### src/rtl/mem_port_arbiter.sv
// Shares one single-port memory between the instruction-fetch and load/store paths.
// Data accesses win contention until a consecutive-grant limit forces a fetch through.
module mem_port_arbiter #(
    parameter int ADDR_W     = 32,
    parameter int DATA_W     = 32,
    parameter int LATENCY    = 1,
    parameter int MAX_CONSEC = 4
) (
    input  logic              clock,
    input  logic              reset,
    input  logic              if_req,
    input  logic [ADDR_W-1:0] if_addr,
    output logic              if_ready,
    output logic [DATA_W-1:0] if_rdata,
    input  logic              d_req,
    input  logic              d_we,
    input  logic [ADDR_W-1:0] d_addr,
    input  logic [DATA_W-1:0] d_wdata,
    output logic              d_ready,
    output logic [DATA_W-1:0] d_rdata,
    output logic              mem_en,
    output logic              mem_we,
    output logic [ADDR_W-1:0] mem_addr,
    output logic [DATA_W-1:0] mem_wdata,
    input  logic [DATA_W-1:0] mem_rdata,
    output logic              busy,
    output logic              owner
);

    typedef enum logic [1:0] {IDLE, ISSUE, WAIT, DONE} stateT;

    stateT             state, stateNext;
    logic [3:0]        consec, consecNext;
    logic [3:0]        latCnt, latCntNext;
    logic              opWe, opWeNext;
    logic              ownerNext;
    logic              memEnNext, memWeNext;
    logic [ADDR_W-1:0] memAddrNext;
    logic [DATA_W-1:0] memWdataNext;
    logic              ifReadyNext, dReadyNext;
    logic [DATA_W-1:0] ifRdataNext, dRdataNext;
    logic              busyNext;

    logic contested;
    logic grantData;

    assign contested = if_req && d_req;
    assign grantData = d_req && (!if_req || (consec < 4'(MAX_CONSEC)));

    // State register; every output is a flop so the memory port and ready pulses are glitch-free.
    always_ff @(posedge clock or posedge reset) begin
        if (reset) begin
            state     <= IDLE;
            consec    <= '0;
            latCnt    <= '0;
            opWe      <= 1'b0;
            owner     <= 1'b0;
            mem_en    <= 1'b0;
            mem_we    <= 1'b0;
            mem_addr  <= '0;
            mem_wdata <= '0;
            if_ready  <= 1'b0;
            d_ready   <= 1'b0;
            if_rdata  <= '0;
            d_rdata   <= '0;
            busy      <= 1'b0;
        end else begin
            state     <= stateNext;
            consec    <= consecNext;
            latCnt    <= latCntNext;
            opWe      <= opWeNext;
            owner     <= ownerNext;
            mem_en    <= memEnNext;
            mem_we    <= memWeNext;
            mem_addr  <= memAddrNext;
            mem_wdata <= memWdataNext;
            if_ready  <= ifReadyNext;
            d_ready   <= dReadyNext;
            if_rdata  <= ifRdataNext;
            d_rdata   <= dRdataNext;
            busy      <= busyNext;
        end
    end

    // Next-state logic computes the value each output takes in the following state,
    // so the strobe appears in ISSUE and the ready pulse appears in DONE.
    always_comb begin
        stateNext    = state;
        consecNext   = consec;
        latCntNext   = latCnt;
        opWeNext     = opWe;
        ownerNext    = owner;
        memEnNext    = 1'b0;
        memWeNext    = 1'b0;
        memAddrNext  = mem_addr;
        memWdataNext = mem_wdata;
        ifReadyNext  = 1'b0;
        dReadyNext   = 1'b0;
        ifRdataNext  = if_rdata;
        dRdataNext   = d_rdata;

        case (state)
            IDLE: begin
                if (grantData) begin
                    stateNext    = ISSUE;
                    ownerNext    = 1'b1;
                    opWeNext     = d_we;
                    memEnNext    = 1'b1;
                    memWeNext    = d_we;
                    memAddrNext  = d_addr;
                    memWdataNext = d_wdata;
                    if (contested && (consec != 4'd15)) begin
                        consecNext = consec + 4'd1;
                    end
                end else if (if_req) begin
                    stateNext   = ISSUE;
                    ownerNext   = 1'b0;
                    opWeNext    = 1'b0;
                    memEnNext   = 1'b1;
                    memAddrNext = if_addr;
                    consecNext  = '0;
                end
            end
            ISSUE: begin
                latCntNext = 4'(LATENCY);
                stateNext  = WAIT;
            end
            WAIT: begin
                latCntNext = latCnt - 4'd1;
                // The final WAIT cycle lines up with the memory's read-data window.
                if (latCnt == 4'd1) begin
                    stateNext = DONE;
                    if (owner) begin
                        dReadyNext = 1'b1;
                        dRdataNext = opWe ? '0 : mem_rdata;
                    end else begin
                        ifReadyNext = 1'b1;
                        ifRdataNext = mem_rdata;
                    end
                end
            end
            DONE: begin
                stateNext = IDLE;
            end
            default: begin
                stateNext = IDLE;
            end
        endcase

        busyNext = (stateNext != IDLE);
    end

endmodule

### config.mk
export PLATFORM = sky130hd
export DESIGN_NAME = mem_port_arbiter
export DESIGN_NICKNAME = d
export VERILOG_FILES = /design/src/rtl/mem_port_arbiter.sv
export SDC_FILE = /design/constraint.sdc
export NUM_CORES = 1
export LEC_CHECK = 0
export CORE_UTILIZATION = 45
export DETAILED_ROUTE_END_ITERATION = 16
export PLACE_DENSITY = 0.89
export SLEW_MARGIN = 40
export SYNTH_ARGS = -nofsm -noshare
export SYNTH_HDL_FRONTEND = slang
export SYNTH_SLANG_ARGS = --single-unit
### constraint.sdc
create_clock -name clock -period 6.7 [get_ports clock]
set_input_delay 1.005 -clock clock [delete_from_list [all_inputs] [get_ports clock]]
set_output_delay 1.005 -clock clock [all_outputs]
set_load 0.1 [all_outputs]
* Yosys cells after proc, flatten, opt, wreduce, memory -nomap -nowiden
Index checks and enable logic that the tools add are counted.
** Storage, ports and cells
- Register bits :: 145
- Word-level logic and storage cells :: 63
- Output and inout bits :: 134
- Input port bits :: 133
** Cells by class
- Equality and inequality tests :: 6
- Bitwise logic cells :: 1
- $add $sub $neg :: 2
- Multiplexer cells :: 25
- Reductions and logical operators :: 14
- $lt $le $gt $ge :: 1
** Operators with widths (count)
- $mux W32 :: 3
- $mux W1 :: 14
- $mux W4 :: 3
- $reduce_and A3 Y1 :: 3
- $pmux W2 S4 :: 1
- $pmux W4 S2 :: 1
- $mux W2 :: 3
- $reduce_bool A2 Y1 :: 3
- $add A4 B1 Y4 const B :: 1
- $eq A2 B2 Y1 const B :: 2
- $eq A4 B1 Y1 const B :: 1
- $lt A4 B3 Y1 const B :: 1
- $ne A4 B4 Y1 const B :: 1
- $reduce_and A2 Y1 :: 2
- $sub A4 B1 Y4 const B :: 1
- $logic_and A1 B1 Y1 :: 3
- $eq A2 B1 Y1 const B :: 1
- $logic_not A2 Y1 :: 1
- $ne A2 B1 Y1 const B :: 1
- $logic_not A1 Y1 :: 1
- $logic_or A1 B1 Y1 :: 1
- $not A1 Y1 :: 1

* Longest topological paths before layout
Gate-level depths: netlist of run 1.
- Depth after elaboration :: 6
- Depth in mapped cells :: 7
- Depth with buffers taken out :: 6

* Worst setup path after synthesis of run 1
Ideal clock, no wire load.
- Path kind :: input to register
- From :: input port if_req
- To :: register mem_addr[10]
- Setup time :: 0.138 ns
- Stages :: 6
- Buffers on the path :: 2
- Required time :: 6.562 ns
- Arrival :: 1.993 ns
- Path slack :: 4.569 ns
- Path through :: buf_2 o21ai_1 inv_1 clkbuf_1 nand2_1 o211ai_1
** Between the ends
- Cells in the longest elaborated chain, start to end :: 5
- Elaborated cells on any way between the ends :: 6
- Classes of those cells :: mux (1); reduce/logical (5)
** RTL lines
- start: declaration :: line 11 : input logic if_req,
- $logic_not A1 Y1 :: line 48 : assign grantData = d_req && (!if_req || (consec < 4'(MAX_CONSEC)));
- $logic_or A1 B1 Y1 :: line 48
- $logic_and A1 B1 Y1 :: line 48
- $reduce_bool A2 Y1 (no line)
- $reduce_and A2 Y1 (no line)
- end signal: assignment :: line 75 : mem_addr <= memAddrNext;
- end: declaration :: line 23 : output logic [ADDR_W-1:0] mem_addr,
Several ways; a longest one is shown, not always the timed one.
A chain may end at the register's enable or synchronous reset.

* Worst setup path after layout of run 1
- From :: input port d_req
- To :: register mem_addr[20]
** Between the ends
- Cells in the longest elaborated chain, start to end :: 3
- Elaborated cells on any way between the ends :: 4
- Classes of those cells :: mux (1); reduce/logical (3)
** RTL lines
- start: declaration :: line 15 : input logic d_req,
- $logic_and A1 B1 Y1 (*) :: line 48
- $reduce_bool A2 Y1 (no line)
- $reduce_and A2 Y1 (no line)
Mark *: on every way between the ends. The rest lies on a longest branch, timed or not.

==> results of run 1 <==
worst max path at each step:
stage            from             to  slack [ps]  cells after the start
2_1_floorplan   reset           busy        1800                      1
3_3_place_gp   if_req  mem_wdata[23]        3300                      5
3_5_place_dp   if_req  mem_wdata[23]        3190                      5
4_1_cts        if_req  mem_wdata[23]        3640                      5
5_1_grt         d_req   mem_addr[20]        3860                      7
6_report        d_req   mem_addr[20]        4000                      7
cells by family after synthesis:
kind of cell	Yosys count
mux	97
buf+inv	44
simple gates	150
compound gates	47
flops	145
fa+ha+maj	6
area by class of cell:
class                      count  area [µm²]  share of cell area
sequential                   145        3630               0.410
multi-input combinational    300        2290               0.259
timing repair buffer         273        2050               0.231
clock buffer                  22         484              0.0547
tap                          176         220              0.0249
clock inverter                 9         129              0.0146
inverter                      10        42.5             0.00481
registers in the layout, indices dropped and copies added (netlist names):
name       flops
state          2
latCnt         4
if_rdata      32
mem_we         1
owner          1
d_ready        1
consec         4
d_rdata       32
if_ready       1
busy           1
mem_addr      32
opWe           1
mem_en         1
mem_wdata     32
stage by stage:
stage,hold WS [ps],instances,instance area [µm²],setup WS (ps)
after floorplan,454,489,6110,1800
after global placement,468,904,8890,3300
after detailed placement,475,904,8230,3190
after CTS,488,935,8840,3640
after global routing,514,935,8850,3860
final,485,935,8850,4000
synthesized netlist by cell type (3+ instances only):
library cell	count
inv_1	10
nor2b_1	33
nor2_1	3
o21ai_0	5
dfrtp_1	145
mux2_2	96
buf_2	10
nand2_1	71
clkbuf_1	20
ha_1	6
nand4_1	33
o211ai_1	32
buf_6	3
layer usage:
layer  track usage  wire (µm)  vias to the layer above
met2         0.403       8090                      220
met5             0          0                        -
met4        0.0926        272                        0
met1         0.277       6360                     2379
li1              -          -                     2232
met3        0.0661       1120                       20
==> flow_summary.ini, run 1 <==
[status]
outcome = completed

[worst_hold_path]
worst_hold_path_type = reg2reg
worstHoldPathCells = 1
hp-start = mem_wdata[23]
min_to = mem_wdata[23]

[cells_and_area]
fin_util = 0.668
area_growth_syn_to_layout_pct = 44.8
final_cell_mix = dfrtp_1 (144), buf_2 (134), clkdlybuf4s50_1 (132)
final_common_cell = dfrtp_1
layout-drive-gt1-share = 0.364
diodes = 0
num-nets-final = 886
nFillCells = 997

[synthesis]
ys_async_sr_fraction = 1.00
yosysWarnings = 0
avgSynthCellArea_um2 = 12.5
synthAdderAreaFrac = 0.0123
synth_compound_area_frac = 0.0559
synthCells = 489
yosys.area_share.simple = 0.127
yosysTopAreaCell = dfrtp_1
synth_top_area_frac = 0.594
ys_dominant_reg_cell = dfrtp_1
ys_types = 32
seq_area_frac_synth = 0.594
netlist_area_um2 = 6110
synthXorXnorAreaFrac = 0
syn_nets = 628
synth_top_family_by_area = multiplexers
synthMuxAreaShare = 0.179
ys_ff_latch = 145
synth_edf_count = 0
synth.area.top_cells = dfrtp_1 (59%), mux2_2 (18%), nand2_1 (4.4%), o211ai_1 (3.9%), nand4_1 (3.4%)

[routing]
drt_iter0_markers = 216
vias = 4851
ant_nets = 0
drcViolationCount = 0
wl_per_cell_um = 16.9
vias_per_cell = 5.19
drtPass1Iterations = 4
wl_um = 15800

[place]
dp_hpwl_um = 11200
place.gp.congestion = 0.844
numPortBuffers = 266

[timing]
tightest_slew_ps = 723
setup_viol = 0
max_freq_mhz = 371
clock_skew_ps = 8.02
rsz0062_at_grt = no
report.final.slew_viol_count = 0
period_share = 0.403
timing.slew.headroom = 0.518
period_minus_slack_ps = 2700
fin_tns_setup_ps = 0
hold_viol = 0

[die]
die_h_um = 119
io_pins = 267
start_util = 0.461
die-area_um2 = 14000
fp-row-count = 42
coreArea_um2 = 13200
die_w_um = 119

[critical_path]
cp_data_required_time_ps = 7010
crit-reg2reg-launch = state[0]
worstReg2RegEnd = mem_addr[20]
worst_setup_path_end_kind = flop
crit_type = in2reg
cp_common_cell = buf_4
arrival_ps = 3010
crit_slowest_cell = clkdlybuf4s50_1
critPathMaxStageDelay_ps = 460
ff2ff_path_depth = 8
crit_chain = clkdlybuf4s50_1 > buf_4 > o21ai_2 > buf_4 > inv_2 > nand2_1 > o211ai_1
crit_family = buffers and inverters
start_kind = input pin
rrSetupSlack_ps = 4390
worst-path-buf-inv = 4
cp_max_fo = 39

[cts]
postCtsSetupRepairBufs = 0
path_clk_slew_ps = 60
cts_tree = yes
cts.htree.levels = 4
insertion_delay_ps = 410
numCtsBuffers = 17
clock-sinks = 145
cts-resized-gates = 0
cts_root_buffer = clkbuf_16
holdBufCountCts = 0
clk_path_buf_depth = 2

[flow_run]
maxCapViolations = 0

[global_route]
grt_antenna_before_repair = 0
grt_pass1_vias = 4985
grtUsageTotal = 0.235
grt_max_degree = 82
grt_pass1_wl_um = 25500
gr-total-overflow = 0
Power of run 1 is left out: the tool's default activity adds up to more than one toggle a clock period on the data nets, which glitch-free logic cannot reach.
==> run 2, diff against run 1 <==
- CORE_UTILIZATION: 45 -> 38
- PLACE_DENSITY: 0.89 -> 0.8
- clock period: 6.7 -> 2.45 ns (I/O delays scaled with it)
==> run 2 against run 1 <==
Against the previous run:
- setup slack got worse by 3500 ps
- largest cell class unchanged
- final cell count rose by 4.6%
- non-clock buffer count up 7
- flip-flop and latch count unchanged
- final area is 6.3% higher
- clock skew increased by 5.5 ps
- register-to-register slack got worse by 3900 ps
- sequential share of layout area fell by 2.5 points
- utilization shrank 5.8 points
- die area increased by 18%
- global-route usage shrank 3.5 points
==> flow_summary.ini, run 2 (synthesized netlist as in run 1, its figures left out) <==
[status]
outcome = completed

[cts]
clock-sinks = 145
insertion_delay_ps = 420
clk_path_buf_depth = 2
cts_tree = yes
numCtsBuffers = 17
cts.htree.levels = 4
holdBufCountCts = 0
path_clk_slew_ps = 60
cts_root_buffer = clkbuf_16
postCtsSetupRepairBufs = 0
cts-resized-gates = 0

[timing]
period_share = 0.783
timing.slew.headroom = 0.671
setup_slack_ps = 531
rsz0062_at_grt = no
period_minus_slack_ps = 1920
fin_tns_setup_ps = 0
report.final.slew_viol_count = 0
setup_viol = 0
tightest_slew_ps = 493
hold_viol = 0
max_freq_mhz = 521
clock_skew_ps = 13.5

[worst_hold_path]
worst_hold_path_type = in2async

[routing]
wl_per_cell_um = 16.3
vias = 4925
ant_nets = 0
drcViolationCount = 0
vias_per_cell = 5.04
wl_um = 16000
drtPass1Iterations = 5
drt_iter0_markers = 241

[critical_path]
start_kind = flop
ff2ff_path_depth = 6
worstReg2RegEnd = if_rdata[4]
rrSetupSlack_ps = 530
crit_slowest_cell = dfrtp_1
crit_type = reg2reg
worst-path-buf-inv = 2
critPathMaxStageDelay_ps = 390
cp_max_fo = 33
crit-reg2reg-launch = latCnt[1]
worst_setup_path_end_kind = flop
crit_chain = inv_1 > ha_1 > nor3b_2 > nor3b_4 > buf_12 > mux2_2
cp_data_required_time_ps = 2750
crit_family = simple AND/OR/NAND/NOR gates
arrival_ps = 2210

[cells_and_area]
final_cell_mix = dfrtp_1 (145), buf_4 (143), clkdlybuf4s50_1 (132)
seqCellArea_um2 = 3630
fin_util = 0.610
nFillCells = 1224
multi_input_area_um2 = 2290
area_growth_syn_to_layout_pct = 54.0
num-nets-final = 893
layout-drive-gt1-share = 0.369
diodes = 0
final_common_cell = dfrtp_1

[die]
io_pins = 267
die_h_um = 129
die_w_um = 129
coreArea_um2 = 15400
fp-row-count = 45
start_util = 0.396
die-area_um2 = 16600

[place]
pre_cts_slack_ps = 490
place.gp.congestion = 0.822
numPortBuffers = 266
dp_hpwl_um = 11300

[global_route]
grtUsageMet2 = 0.346
grt_use_met3 = 0.0516
use_met1 = 0.235
gr-total-overflow = 0
grt-busiest-layer = met2
grt_pass1_wl_um = 25400
grtUsageTotal = 0.200
grt_max_degree = 57
grt_pass1_vias = 5094
grt_antenna_before_repair = 0

[flow_run]
maxCapViolations = 0
==> run 2: worst reg2reg max path, delay by kind of cell (launching register included) <==
kind | cells | cell delay, ps
AND/OR/NAND/NOR | 2 | 530
flip-flops | 1 | 390
multiplexers | 1 | 380
buffers and inverters | 2 | 360
adder cells (fa/ha/maj) | 1 | 150
==> run 2: layout make-up <==
cell class,instances,share of cell area
multi-input combinational,300,0.244
tap,211,0.0281
sequential,145,0.386
timing repair buffer,280,0.265
clock buffer,18,0.0467
inverter,10,0.00439
clock inverter,14,0.0265
==> run 2: how the worst max path moves through the flow <==
stage / startpoint / to / slack, ps / cells after the start
finish: latCnt[1] / if_rdata[4] / 530 / 6
global route: latCnt[1] / if_rdata[1] / 400 / 6
CTS: latCnt[1] / if_rdata[4] / 530 / 6
detailed placement: if_req / mem_wdata[3] / 490 / 5
global placement: if_req / mem_wdata[2] / 530 / 5
floorplan: reset / busy / 260 / 1
==> run 2: through the flow <==
stage | std cells | instance area [µm²] | hold slack [ps]
after floorplan | 489 | 6110 | 454
after global placement | 946 | 8720 | 472
after detailed placement | 946 | 8720 | 483
after CTS | 978 | 9410 | 319
after global routing | 978 | 9410 | 361
final | 978 | 9410 | 324
==> run 2: routing by layer <==
layer,up-vias,part of all wire
li1,2251,-
met1,2421,0.40
met2,229,0.51
met3,24,0.070
met4,0,0.018
met5,-,0
Power of run 2 is left out for the same reason.
==> run 3, diff against run 2 <==
- clock period: 2.45 -> 1.75 ns (I/O delays scaled with it)
==> run 3 against run 2 <==
Against the previous run:
- register-to-register slack got worse by 530 ps
- setup slack lost 530 ps
- critical path type unchanged
- first-iteration DRC count up 1.7%
- global-route usage rose by 2.0 points
- clock skew down 5.0 ps
- largest cell class is now non-clock buffers
- utilization is 11 points higher
==> flow_summary.ini, run 3 (synthesized netlist as in run 1, its figures left out) <==
[status]
outcome = completed

[timing]
setup_slack_ps = 0.884
period_share = 0.999
clock_skew_ps = 8.54
fin_hold_ws_ps = 316
timing.slew.headroom = 0.663
period_minus_slack_ps = 1750
tightest_slew_ps = 505
report.final.slew_viol_count = 0
hold_viol = 0
rsz0062_at_grt = yes
setup_viol = 0
fin_tns_setup_ps = 0
max_freq_mhz = 572

[critical_path]
crit_type = reg2reg
worst_setup_path_end_kind = flop
ff2ff_path_depth = 6
start_kind = flop
crit-reg2reg-launch = latCnt[1]
cp_data_required_time_ps = 2040
rrSetupSlack_ps = 0.9
worstReg2RegEnd = if_rdata[2]
arrival_ps = 2040
cp_max_fo = 33

[die]
die_h_um = 129
start_util = 0.396
die_w_um = 129
die-area_um2 = 16600
io_pins = 267
fp-row-count = 45
coreArea_um2 = 15400

[cts]
postCtsSetupRepairBufs = 0
insertion_delay_ps = 420
clock-sinks = 145
clk_path_buf_depth = 2
numCtsBuffers = 17
cts_root_buffer = clkbuf_16
cts_tree = yes
cts.htree.levels = 4
path_clk_slew_ps = 60

[routing]
ant_nets = 0
drt_iter0_markers = 245
wl_um = 17400
vias_per_cell = 5.03
vias = 4964
drcViolationCount = 0
drtPass1Iterations = 5
wl_per_cell_um = 17.6

[cells_and_area]
final_cell_mix = dfrtp_1 (145), buf_12 (137), clkdlybuf4s50_1 (132)
layout-drive-gt1-share = 0.374
diodes = 0
num-nets-final = 903
nFillCells = 1014
area_growth_syn_to_layout_pct = 80.5
final_common_cell = dfrtp_1

[global_route]
gr-total-overflow = 0
grt_antenna_before_repair = 0
grt_max_degree = 94
grtUsageTotal = 0.220
grt_pass1_wl_um = 27900
grt_pass1_vias = 5457

[place]
pre_cts_slack_ps = -43.2
dp_hpwl_um = 13000
numPortBuffers = 266
place.gp.congestion = 0.861

[flow_run]
maxCapViolations = 0

[worst_hold_path]
worst_hold_path_type = in2async
## run 3: critical path, cell delays in order (launching register included)
cell and delay (ps):
dfrtp_1 380, inv_1 70, ha_1 130, nor3b_2 180, nor3b_4 240, buf_12 250
mux2_2 370
## run 3: worst max path at each step
stage / start / endpoint / slack (ps) / depth (start not counted)
floorplan: reset / busy / -330 / 1
global placement: latCnt[1] / if_rdata[5] / 60 / 6
detailed placement: d_req / mem_addr[24] / -40 / 6
CTS: latCnt[1] / if_rdata[2] / -10 / 6
global route: latCnt[1] / if_rdata[4] / -90 / 6
finish: latCnt[1] / if_rdata[2] / 0.9 / 6
## run 3: layout make-up
type	count	area (µm²)	share of cell area
sequential	145	3630	0.329
inverter	10	41.3	0.00374
multi-input combinational	300	2290	0.208
tap	211	264	0.0239
clock buffer	22	474	0.0430
timing repair buffer	290	4230	0.383
clock inverter	9	106	0.00964
## run 3: repair_timing
item	in CTS	in global routing
gates resized for setup	0	1
hold buffers	0	0
endpoints found under the setup margin	12	36
pin swaps	0	0
## run 3: through the flow
step,cell area [µm²],utilization,instances
final,11000,0.715,987
after global routing,11000,0.715,987
after CTS,11000,0.715,987
after detailed placement,10400,0.677,956
after global placement,10400,0.677,956
after floorplan,6110,-,489
## run 3: metal layers
layer,track usage,vias to the layer above,share of wire
met3,0.0644,36,0.067
li1,-,2266,-
met2,0.399,212,0.54
met5,0,-,0
met1,0.235,2450,0.36
met4,0.104,0,0.028
Power of run 3 is left out for the same reason.
